==> config.mk <==
export PLATFORM = sky130hd
export DESIGN_NAME = mainfsm
export DESIGN_NICKNAME = d
export VERILOG_FILES = /design/src/rtl/mainfsm.sv
export SDC_FILE = /design/constraint.sdc
export NUM_CORES = 1
export LEC_CHECK = 0
export ABC_AREA = 1
export BUFFER_PORTS_ARGS = -buffer_cell sky130_fd_sc_hd__buf_2
export CAP_MARGIN = 0
export CORE_MARGIN = 2
export CORE_UTILIZATION = 39
export CTS_BUF_LIST = sky130_fd_sc_hd__clkbuf_8 sky130_fd_sc_hd__clkbuf_16
export CTS_CLUSTER_SIZE = 16
export DETAILED_ROUTE_END_ITERATION = 8
export PLACE_DENSITY = 0.71
export RECOVER_POWER = 100
export SYNTH_ARGS = -nofsm -noshare
export SYNTH_HDL_FRONTEND = slang
export SYNTH_SLANG_ARGS = --single-unit
export TNS_END_PERCENT = 10
==> constraint.sdc <==
create_clock -name clk -period 1.1 [get_ports clk]
set_input_delay 0.165 -clock clk [delete_from_list [all_inputs] [get_ports clk]]
set_output_delay 0.165 -clock clk [all_outputs]
set_load 0.1 [all_outputs]
==> src/rtl/mainfsm.sv <==
// Multicycle control FSM for the ARM-subset processor: walks each instruction
// through fetch/decode/execute/memory/writeback and emits Moore-style selects.
module mainfsm (
  input  logic       clk,
  input  logic       reset,
  input  logic [1:0] Op,
  input  logic [5:0] Funct,
  output logic       IRWrite,
  output logic       AdrSrc,
  output logic       ALUSrcA,
  output logic [1:0] ALUSrcB,
  output logic       ALUOp,
  output logic [1:0] ResultSrc,
  output logic       NextPC,
  output logic       RegW,
  output logic       MemW,
  output logic       Branch,
  output logic [3:0] State
);

  localparam int unsigned STATE_W = 4;

  typedef enum logic [STATE_W-1:0] {
    FETCH    = 4'd0,
    DECODE   = 4'd1,
    MEMADR   = 4'd2,
    MEMRD    = 4'd3,
    MEMWB    = 4'd4,
    MEMWR    = 4'd5,
    EXECUTER = 4'd6,
    EXECUTEI = 4'd7,
    ALUWB    = 4'd8,
    BRANCH   = 4'd9,
    UNKNOWN  = 4'd10
  } state_t;

  typedef struct packed {
    logic       irwrite;
    logic       adrsrc;
    logic       alusrca;
    logic [1:0] alusrcb;
    logic       aluop;
    logic [1:0] resultsrc;
    logic       nextpc;
    logic       regw;
    logic       memw;
    logic       branch;
  } ctrl_t;

  state_t state_q;
  ctrl_t  ctrl_q;

  // Only the I bit and the L bit steer the sequence; the rest is for the ALU decoder.
  logic unused_funct;
  assign unused_funct = ^Funct[4:1];

  function automatic state_t next_of(input state_t s, input logic [1:0] op,
                                     input logic ibit, input logic lbit);
    state_t n;
    n = FETCH;
    case (s)
      FETCH:    n = DECODE;
      DECODE: begin
        case (op)
          2'b00:   n = ibit ? EXECUTEI : EXECUTER;
          2'b01:   n = MEMADR;
          2'b10:   n = BRANCH;
          default: n = UNKNOWN;
        endcase
      end
      MEMADR:   n = lbit ? MEMRD : MEMWR;
      MEMRD:    n = MEMWB;
      EXECUTER: n = ALUWB;
      EXECUTEI: n = ALUWB;
      default:  n = FETCH;
    endcase
    return n;
  endfunction

  // Per-state datapath selects; illegal encodings fall through to all-zero.
  function automatic ctrl_t ctrl_of(input state_t s);
    ctrl_t c;
    c = '0;
    case (s)
      FETCH: begin
        c.irwrite   = 1'b1;
        c.nextpc    = 1'b1;
        c.alusrca   = 1'b1;
        c.alusrcb   = 2'b10;
        c.resultsrc = 2'b10;
      end
      DECODE: begin
        c.alusrca   = 1'b1;
        c.alusrcb   = 2'b10;
        c.resultsrc = 2'b10;
      end
      MEMADR: begin
        c.alusrcb   = 2'b01;
      end
      MEMRD: begin
        c.adrsrc    = 1'b1;
      end
      MEMWB: begin
        c.regw      = 1'b1;
        c.resultsrc = 2'b01;
      end
      MEMWR: begin
        c.memw      = 1'b1;
        c.adrsrc    = 1'b1;
      end
      EXECUTER: begin
        c.aluop     = 1'b1;
      end
      EXECUTEI: begin
        c.alusrcb   = 2'b01;
        c.aluop     = 1'b1;
      end
      ALUWB: begin
        c.regw      = 1'b1;
      end
      BRANCH: begin
        c.branch    = 1'b1;
        c.alusrcb   = 2'b01;
        c.resultsrc = 2'b10;
      end
      default: c = '0;
    endcase
    return c;
  endfunction

  // Outputs are registered as the decode of the state being entered, so they
  // always match the current state and never see Op/Funct combinationally.
  always_ff @(posedge clk) begin
    if (reset) begin
      state_q <= FETCH;
      ctrl_q  <= ctrl_of(FETCH);
    end else begin
      state_q <= next_of(state_q, Op, Funct[5], Funct[0]);
      ctrl_q  <= ctrl_of(next_of(state_q, Op, Funct[5], Funct[0]));
    end
  end

  assign IRWrite   = ctrl_q.irwrite;
  assign AdrSrc    = ctrl_q.adrsrc;
  assign ALUSrcA   = ctrl_q.alusrca;
  assign ALUSrcB   = ctrl_q.alusrcb;
  assign ALUOp     = ctrl_q.aluop;
  assign ResultSrc = ctrl_q.resultsrc;
  assign NextPC    = ctrl_q.nextpc;
  assign RegW      = ctrl_q.regw;
  assign MemW      = ctrl_q.memw;
  assign Branch    = ctrl_q.branch;
  assign State     = STATE_W'(state_q);

endmodule

**Yosys cells after proc, flatten, opt, wreduce, memory -nomap -nowiden**

Index checks and enable logic that the tools add are counted.
Widths: inputs -> output; s select.

- Word-level logic and storage cells: 50
- Flip-flop bits (word level): 15
- Memories kept: 0
- Latch bits: 0
- Bits in read-only memories: 0
- Output and inout bits: 16
- Input bits: 10
- Bits in writable memories: 0

- Add/subtract/negate cells: 0
- Muxes and demuxes: 14
- Magnitude comparators: 0
- Multiply operators: 0
- Divide/modulo/power cells: 0
- Reduce and logical (&&, ||, !) cells: 10
- Shifts and indexed selects: 0
- Bitwise logic cells: 0
- Equality and inequality tests: 16

Operators by type and width:

| cell | number |
|---|---|
| $eq 4x3->1 const B | 6 |
| $pmux 4 s5 | 1 |
| $eq 4x2->1 const B | 4 |
| $pmux 4 s3 | 1 |
| $reduce_or 2->1 | 5 |
| $eq 4x1->1 const B | 2 |
| $eq 4x4->1 const B | 2 |
| $logic_not 4->1 | 2 |
| $mux 1 | 8 |
| $pmux 2 s2 | 2 |
| $reduce_or 3->1 | 2 |
| $mux 4 | 1 |
| $mux 3 | 1 |
| $eq 2x1->1 const B | 1 |
| $eq 2x2->1 const B | 1 |
| $logic_not 2->1 | 1 |

**Logic depth before layout (Yosys ltp)**

Gate-level depths: netlist of run 1.

- Depth after elaboration: 7
- Gate-level depth with buffers: 8
- Mapped depth without buffers: 8

**Least setup slack after synthesis of run 1**

Ideal clock, no wire load.

- Path type: register to register
- From: register state_q[3] (netlist: State[3])
- To: register ctrl_q, in the netlist ALUSrcB[0]
- Arrival time: 1.744 ns
- Clock period less this slack: 1.810 ns
- Required time: 1.034 ns
- Cell stages (with the launch flop): 9
- Buffers on the path: 0
- Library setup time: 0.066 ns
- Slack: -0.710 ns
- Cells stage by stage: dfxtp_1 > inv_1 > nand2_2 > nor2_2 > nand2_2 > nand2_2 > nor2_4 > nand2_2 > a21oi_2

- Cells in the longest elaborated chain, start to end: 7
- Elaborated cells on any way between the ends: 17
- Classes of those cells: eq/ne (9); mux (3); reduce/logical (5)

RTL lines:

| element | line | text |
|---|---|---|
| start, declared | 50 | `state_t state_q;` |
| start signal, assigned | 138 | `state_q <= next_of(state_q, Op, Funct[5], Funct[0]);` |
| $eq 4x3->1 | 61 | `case (s)` |
| $reduce_or 2->1 (no source line) | - |  |
| $pmux 4 s5 (*) | 61 |  |
| $mux 4 (*) | 134 | `if (reset) begin` |
| $eq 4x3->1, or another cell as far along | 84 | `case (s)` |
| $reduce_or 3->1 (no source line) / $reduce_or 2->1 (equally long branches) | - |  |
| $pmux 2 s2 (*) | 84 |  |
| end signal, assigned | 136 | `ctrl_q <= ctrl_of(FETCH);` |
| end signal, assigned | 139 | `ctrl_q <= ctrl_of(next_of(state_q, Op, Funct[5], Funct[0]));` |
| end, declared | 51 | `ctrl_t ctrl_q;` |

Mark *: on every way between the ends. The rest lies on a longest branch, timed or not. The select of a mux whose other input is x is not followed.
A chain may end at the register's enable or synchronous reset.

**Worst setup path after layout of run 1**

- From: register state_q[0] (netlist: State[0])
- To: register ctrl_q, in the netlist ALUSrcB[0]

Same word-level chain as after synthesis.

==> flow_summary.ini, run 1 <==
[die]
rows = 13
dieArea_um2 = 1810
die_h_um = 42.54
pin_count = 26
start_util = 0.4291
dieWidth_um = 42.54
core_area_um2 = 1350

[critical_path]
cp_max_fo = 6
cp.arrival_ns = 1.29
critical_path_required_ns = 1.28
end_kind = register
critPathKind = register to register
startpoint_type = register
worst_path_largest_cell_delay_ns = 0.42
cpMaxStageDelayCell = dfxtp_4
crit_chain = inv_4 > nor2_4 > nand3_2 > nand2_2 > inv_2 > nor2_4 > nand2_2 > a21oi_2

[detailed_routing]
first_pass_iters = 4
drt_iter0_markers = 2
routedWlPerCell_um = 12.39
dr_total_vias = 560
route.detailed.drc = 0
vias_per_cell = 5.045
wirelength_mm = 1.375
ant_nets = 0

[cts]
ctsHoldBuffers = 0
cts_setup_buffers = 0
htree_num_levels = 1
clk_path_buf_depth = 2
path_clk_slew_ns = 0.05
root_buffer = clkbuf_8
clkLatencyLatePin_ns = 0.24
cts_resized = 2
cts_buffers = 3
cts_tree = yes
clock-sinks = 14

[cells_and_area]
final_cells = 111
antenna_cells = 0
synthToLayoutAreaGrowth_pct = 62.63
nets = 107
layout_commonest_cell = buf_4
register_area_um2 = 297.8
drive_gt1_frac = 0.5938
nFillCells = 111
most-common-layout-cells = buf_4, nor2_1, dfxtp_1
final_area_um2 = 942.2
final_util = 0.6979
multi_input_area_um2 = 289.0

[synth]
synth_top_cell_area_share = 0.4838
synth.avg_cell_area_um2 = 8.159
synth_cell_type_count = 21
synthCells = 71
syn_area_um2 = 579.3
yosysTopAreaCell = dfxtp_1
synth-seq-area-share = 0.4838
synth_nets = 81
ys_warn_count = 0
netlist_top_cells_area = dfxtp_1, nor2_1, nand2_2
ys_seq_elements = 14

[place]
port_buffers = 21
gp_congestion = 0.8868
place_area_um2 = 980.9
hpwl_mm = 1.058
dp.cells = 107

[power_and_ir_drop]
leakage_nw = 0.4252
power_density_nw_per_um2 = 1981
peakVddDrop_mv = 1.164
total_power_w = 0.001866

[worst_hold_path]
min_path_type = primary input to register

[run_status]
violations = setup timing
status = finished, violations left

[timing]
setup_slack_ns = -0.01380
relSlewSlack = 0.8142
worst_pin_slew_ns = 0.2810
rsz0062_at_grt = yes
max_freq_mhz = 897.8
hold_viol_final = 0
slew_violations = 0
min_period_ns = 1.114
holdWs_ns = 0.1319
fin_worst_skew_ns = 0.0005276
setup_viol = 1
fin_crit_sh = 1.013

[global_route]
grt_util_all_layers = 0.1721
antenna_found_initial = 0
grt_pass1_vias = 573
gr-total-overflow = 0
grt_start_max_net_pins = 13
grt_first_pass_wirelength_mm = 2.304

[flow_run]
drv_cap = 0
layer usage:
layer / wire (um) / GRT usage
met1: 538 / 0.1684
met2: 727 / 0.3108
met3: 99 / 0.07328
met4: 10 / 0.07500
met5: 0 / 0
cell families after synthesis:
| group | after synthesis | share of synthesized area |
|---|---|---|
| simple gates | 39 | 0.3564 |
| buf+inv | 11 | 0.08638 |
| compound gates | 7 | 0.07343 |
| flops | 14 | 0.4838 |
flip-flops by register name (all words and copies together) (netlist names):
signal     flops
ALUOp          1
ALUSrcA        1
ALUSrcB        1
AdrSrc         1
Branch         1
MemW           1
NextPC         1
RegW           1
ResultSrc      2
State          4
area by class of cell:
cell class / instances / area share
flip-flops and latches: 14 / 0.3161
multi-input cells: 46 / 0.3068
repair buffers: 24 / 0.2616
clock buffers: 4 / 0.05843
inverters: 8 / 0.03718
well taps: 15 / 0.01992
worst max-delay path, delay by kind of cell (launching register included):
kind	cells	cell delay, ns
buf+inv	2	0.11
compound gates	1	0.10
flops	1	0.42
simple gates	5	0.40
synthesized netlist by cell type:
library cell	instances
nor2_4	1
a21oi_2	1
nand2_2	5
dfxtp_1	14
a31oi_1	1
a21oi_1	2
nand2_1	8
nor2_1	10
o21ai_0	1
buf_2	1
nor2_2	4
nor4_1	2
nand3_1	5
buf_4	2
nand3b_1	1
o211ai_1	1
o21ai_1	1
nand3_2	2
nand4_1	1
inv_1	5
inv_2	3
power breakdown:
part	leakage [nW]	switching [W]	internal (W)
Sequential	0.117	0.0000538	0.000553
Clock	0.0288	0.000166	0.000316
Combinational	0.280	0.000560	0.000217
Total	0.425	0.000780	0.00109
metrics by stage:
stage | setup slack [ns] | TNS (ns)
2_1_floorplan | -0.09749 | -0.3763
3_3_place_gp | -0.01327 | -0.01327
3_5_place_dp | -0.05251 | -0.07246
4_1_cts | 0.01883 | 0
5_1_grt | -0.09430 | -0.2109
6_report | -0.01380 | -0.01380
path summary, 6_finish.rpt:
check                            from                       to  slack [ns]  cells after the start
hold / removal                  Op[0]         ALUOp$_SDFF_PP0_        0.13                      2
setup / recovery  State[0]$_SDFF_PP0_    ALUSrcB[0]$_SDFF_PP0_       -0.01                      8
hold reg to reg   State[1]$_SDFF_PP0_  ResultSrc[0]$_SDFF_PP0_        0.56                      2
setup reg to reg  State[0]$_SDFF_PP0_    ALUSrcB[0]$_SDFF_PP0_       -0.01                      8
Note: power is estimated with default switching activity, not from simulation.
==> inputs of run 2 (changes only) <==
Settings changed: RECOVER_POWER 100 to 25.
==> flow_summary.ini, run 2 (synthesis gave the netlist of run 1 again) <==
[run_status]
status = finished, violations left
violations = setup timing

[cells_and_area]
multi_input_area_um2 = 289.0
most-common-layout-cells = buf_12, nor2_1, dfxtp_1
final_util = 0.7600
nFillCells = 96
drive_gt1_frac = 0.5938
largest_reg_flops = 4
register_area_um2 = 297.8
nets = 107
final_cells = 111
layout_commonest_cell = buf_12
final_area_um2 = 1026
antenna_cells = 0
synthToLayoutAreaGrowth_pct = 77.11

[critical_path]
rrSetupSlack_ns = -0.003
cp_top_family = flip-flops
reg2reg_depth = 8
worst-path-buf-inv = 2
cp_max_fo = 6
startpoint_type = register
r2r_start = State[0]$_SDFF_PP0_
cp.arrival_ns = 1.28
critPathKind = register to register
critical_path_required_ns = 1.28
end_kind = register
cpMaxStageDelayCell = dfxtp_4
crit_chain = inv_4 > nor2_4 > nand3_2 > nand2_2 > inv_2 > nor2_4 > nand2_2 > a21oi_2
r2r_end = ALUSrcB[0]$_SDFF_PP0_
worst_path_largest_cell_delay_ns = 0.42

[cts]
cts_buffers = 3
clkLatencyLatePin_ns = 0.24
root_buffer = clkbuf_8
clock-sinks = 14
cts_setup_buffers = 0
htree_num_levels = 1
path_clk_slew_ns = 0.05
ctsHoldBuffers = 0
cts_tree = yes
clk_path_buf_depth = 2

[power_and_ir_drop]
leakage_nw = 0.4478
power_density_nw_per_um2 = 1869
peakVddDrop_mv = 1.193

[timing]
max_freq_mhz = 906.7
worst_pin_slew_ns = 0.2786
setup_viol = 1
relSlewSlack = 0.8158
fin_worst_skew_ns = 0.0007419
slew_violations = 0
hold_viol_final = 0
min_period_ns = 1.103
rsz0062_at_grt = yes
setup_slack_ns = -0.002912
fin_crit_sh = 1.003
holdWs_ns = 0.1315

[global_route]
grt_pass1_vias = 573
grt_first_pass_wirelength_mm = 2.304
gr-total-overflow = 0
grt_util_all_layers = 0.1721
antenna_found_initial = 0
grt_start_max_net_pins = 13

[worst_hold_path]
hold_depth = 2
hold-path-endpoint = ALUOp$_SDFF_PP0_
min_path_type = primary input to register
min_from = Op[0]

[die]
dieArea_um2 = 1810
pin_count = 26
rows = 13
core_area_um2 = 1350
start_util = 0.4291
die_h_um = 42.54
dieWidth_um = 42.54

[detailed_routing]
route.detailed.drc = 0
first_pass_iters = 2
drt_iter0_markers = 6
vias_per_cell = 5.027
ant_nets = 0
wirelength_mm = 1.357
dr_total_vias = 558
routedWlPerCell_um = 12.23

[place]
dp.cells = 107
place_area_um2 = 980.9
port_buffers = 21
hpwl_mm = 1.058
gp_congestion = 0.8868

[flow_run]
drv_cap = 0
run 2: cell counts in the layout (fill, tap and decap cells not counted):
No cell type changed its count.
run 2: how the worst max path moves through the flow:
stage,startpoint,cells past startpoint,slack [ns],end
final,State[0]$_SDFF_PP0_,8,-0.003,ALUSrcB[0]$_SDFF_PP0_
after global routing,State[0]$_SDFF_PP0_,8,-0.09,ALUSrcB[0]$_SDFF_PP0_
after CTS,State[2]$_SDFF_PP0_,8,0.02,ALUSrcB[0]$_SDFF_PP0_
after detailed placement,State[3]$_SDFF_PP0_,7,-0.05,ALUSrcB[0]$_SDFF_PP0_
after global placement,State[3]$_SDFF_PP0_,6,-0.01,ALUSrcB[0]$_SDFF_PP0_
after floorplan,State[3]$_SDFF_PP0_,8,-0.1,ALUSrcB[0]$_SDFF_PP0_
run 2: timing repair:
action | in CTS | in global routing
gates resized for setup | 2 | 4
pin swaps | 0 | 0
setup endpoints to repair | 3 | 4
run 2: power breakdown:
part / switching [W] / leakage (nW) / total, W / internal, W
sequential: 0.0000629 / 0.117 / 0.000617 / 0.000554
combinational: 0.000559 / 0.302 / 0.000817 / 0.000258
clock: 0.000167 / 0.0288 / 0.000483 / 0.000317
total: 0.000788 / 0.448 / 0.00192 / 0.00113
run 2: through the flow:
step	setup slack, ns	setup TNS (ns)	power (W)
6_report	-0.002912	-0.002912	0.001917
3_5_place_dp	-0.05251	-0.07246	0.001454
4_1_cts	0.01883	0	0.001943
5_1_grt	-0.09430	-0.2109	0.001997
2_1_floorplan	-0.09749	-0.3763	0.001169
3_3_place_gp	-0.01327	-0.01327	0.001438
run 2: metal layers:
metal / vias to the layer above / part of all wire / GRT usage
met5: - / 0 / 0
met4: 0 / 0.015 / 0.07500
met2: 18 / 0.53 / 0.3108
met3: 4 / 0.059 / 0.07328
met1: 257 / 0.39 / 0.1684
li1: 279 / - / -
run 2: final cells by class:
class                           count  share of cell area
Multi-Input combinational cell     46              0.2817
Timing Repair Buffer               24              0.3220
Clock buffer                        4             0.05366
Inverter                            8             0.03415
Sequential cell                    14              0.2902
Tap cell                           15             0.01829
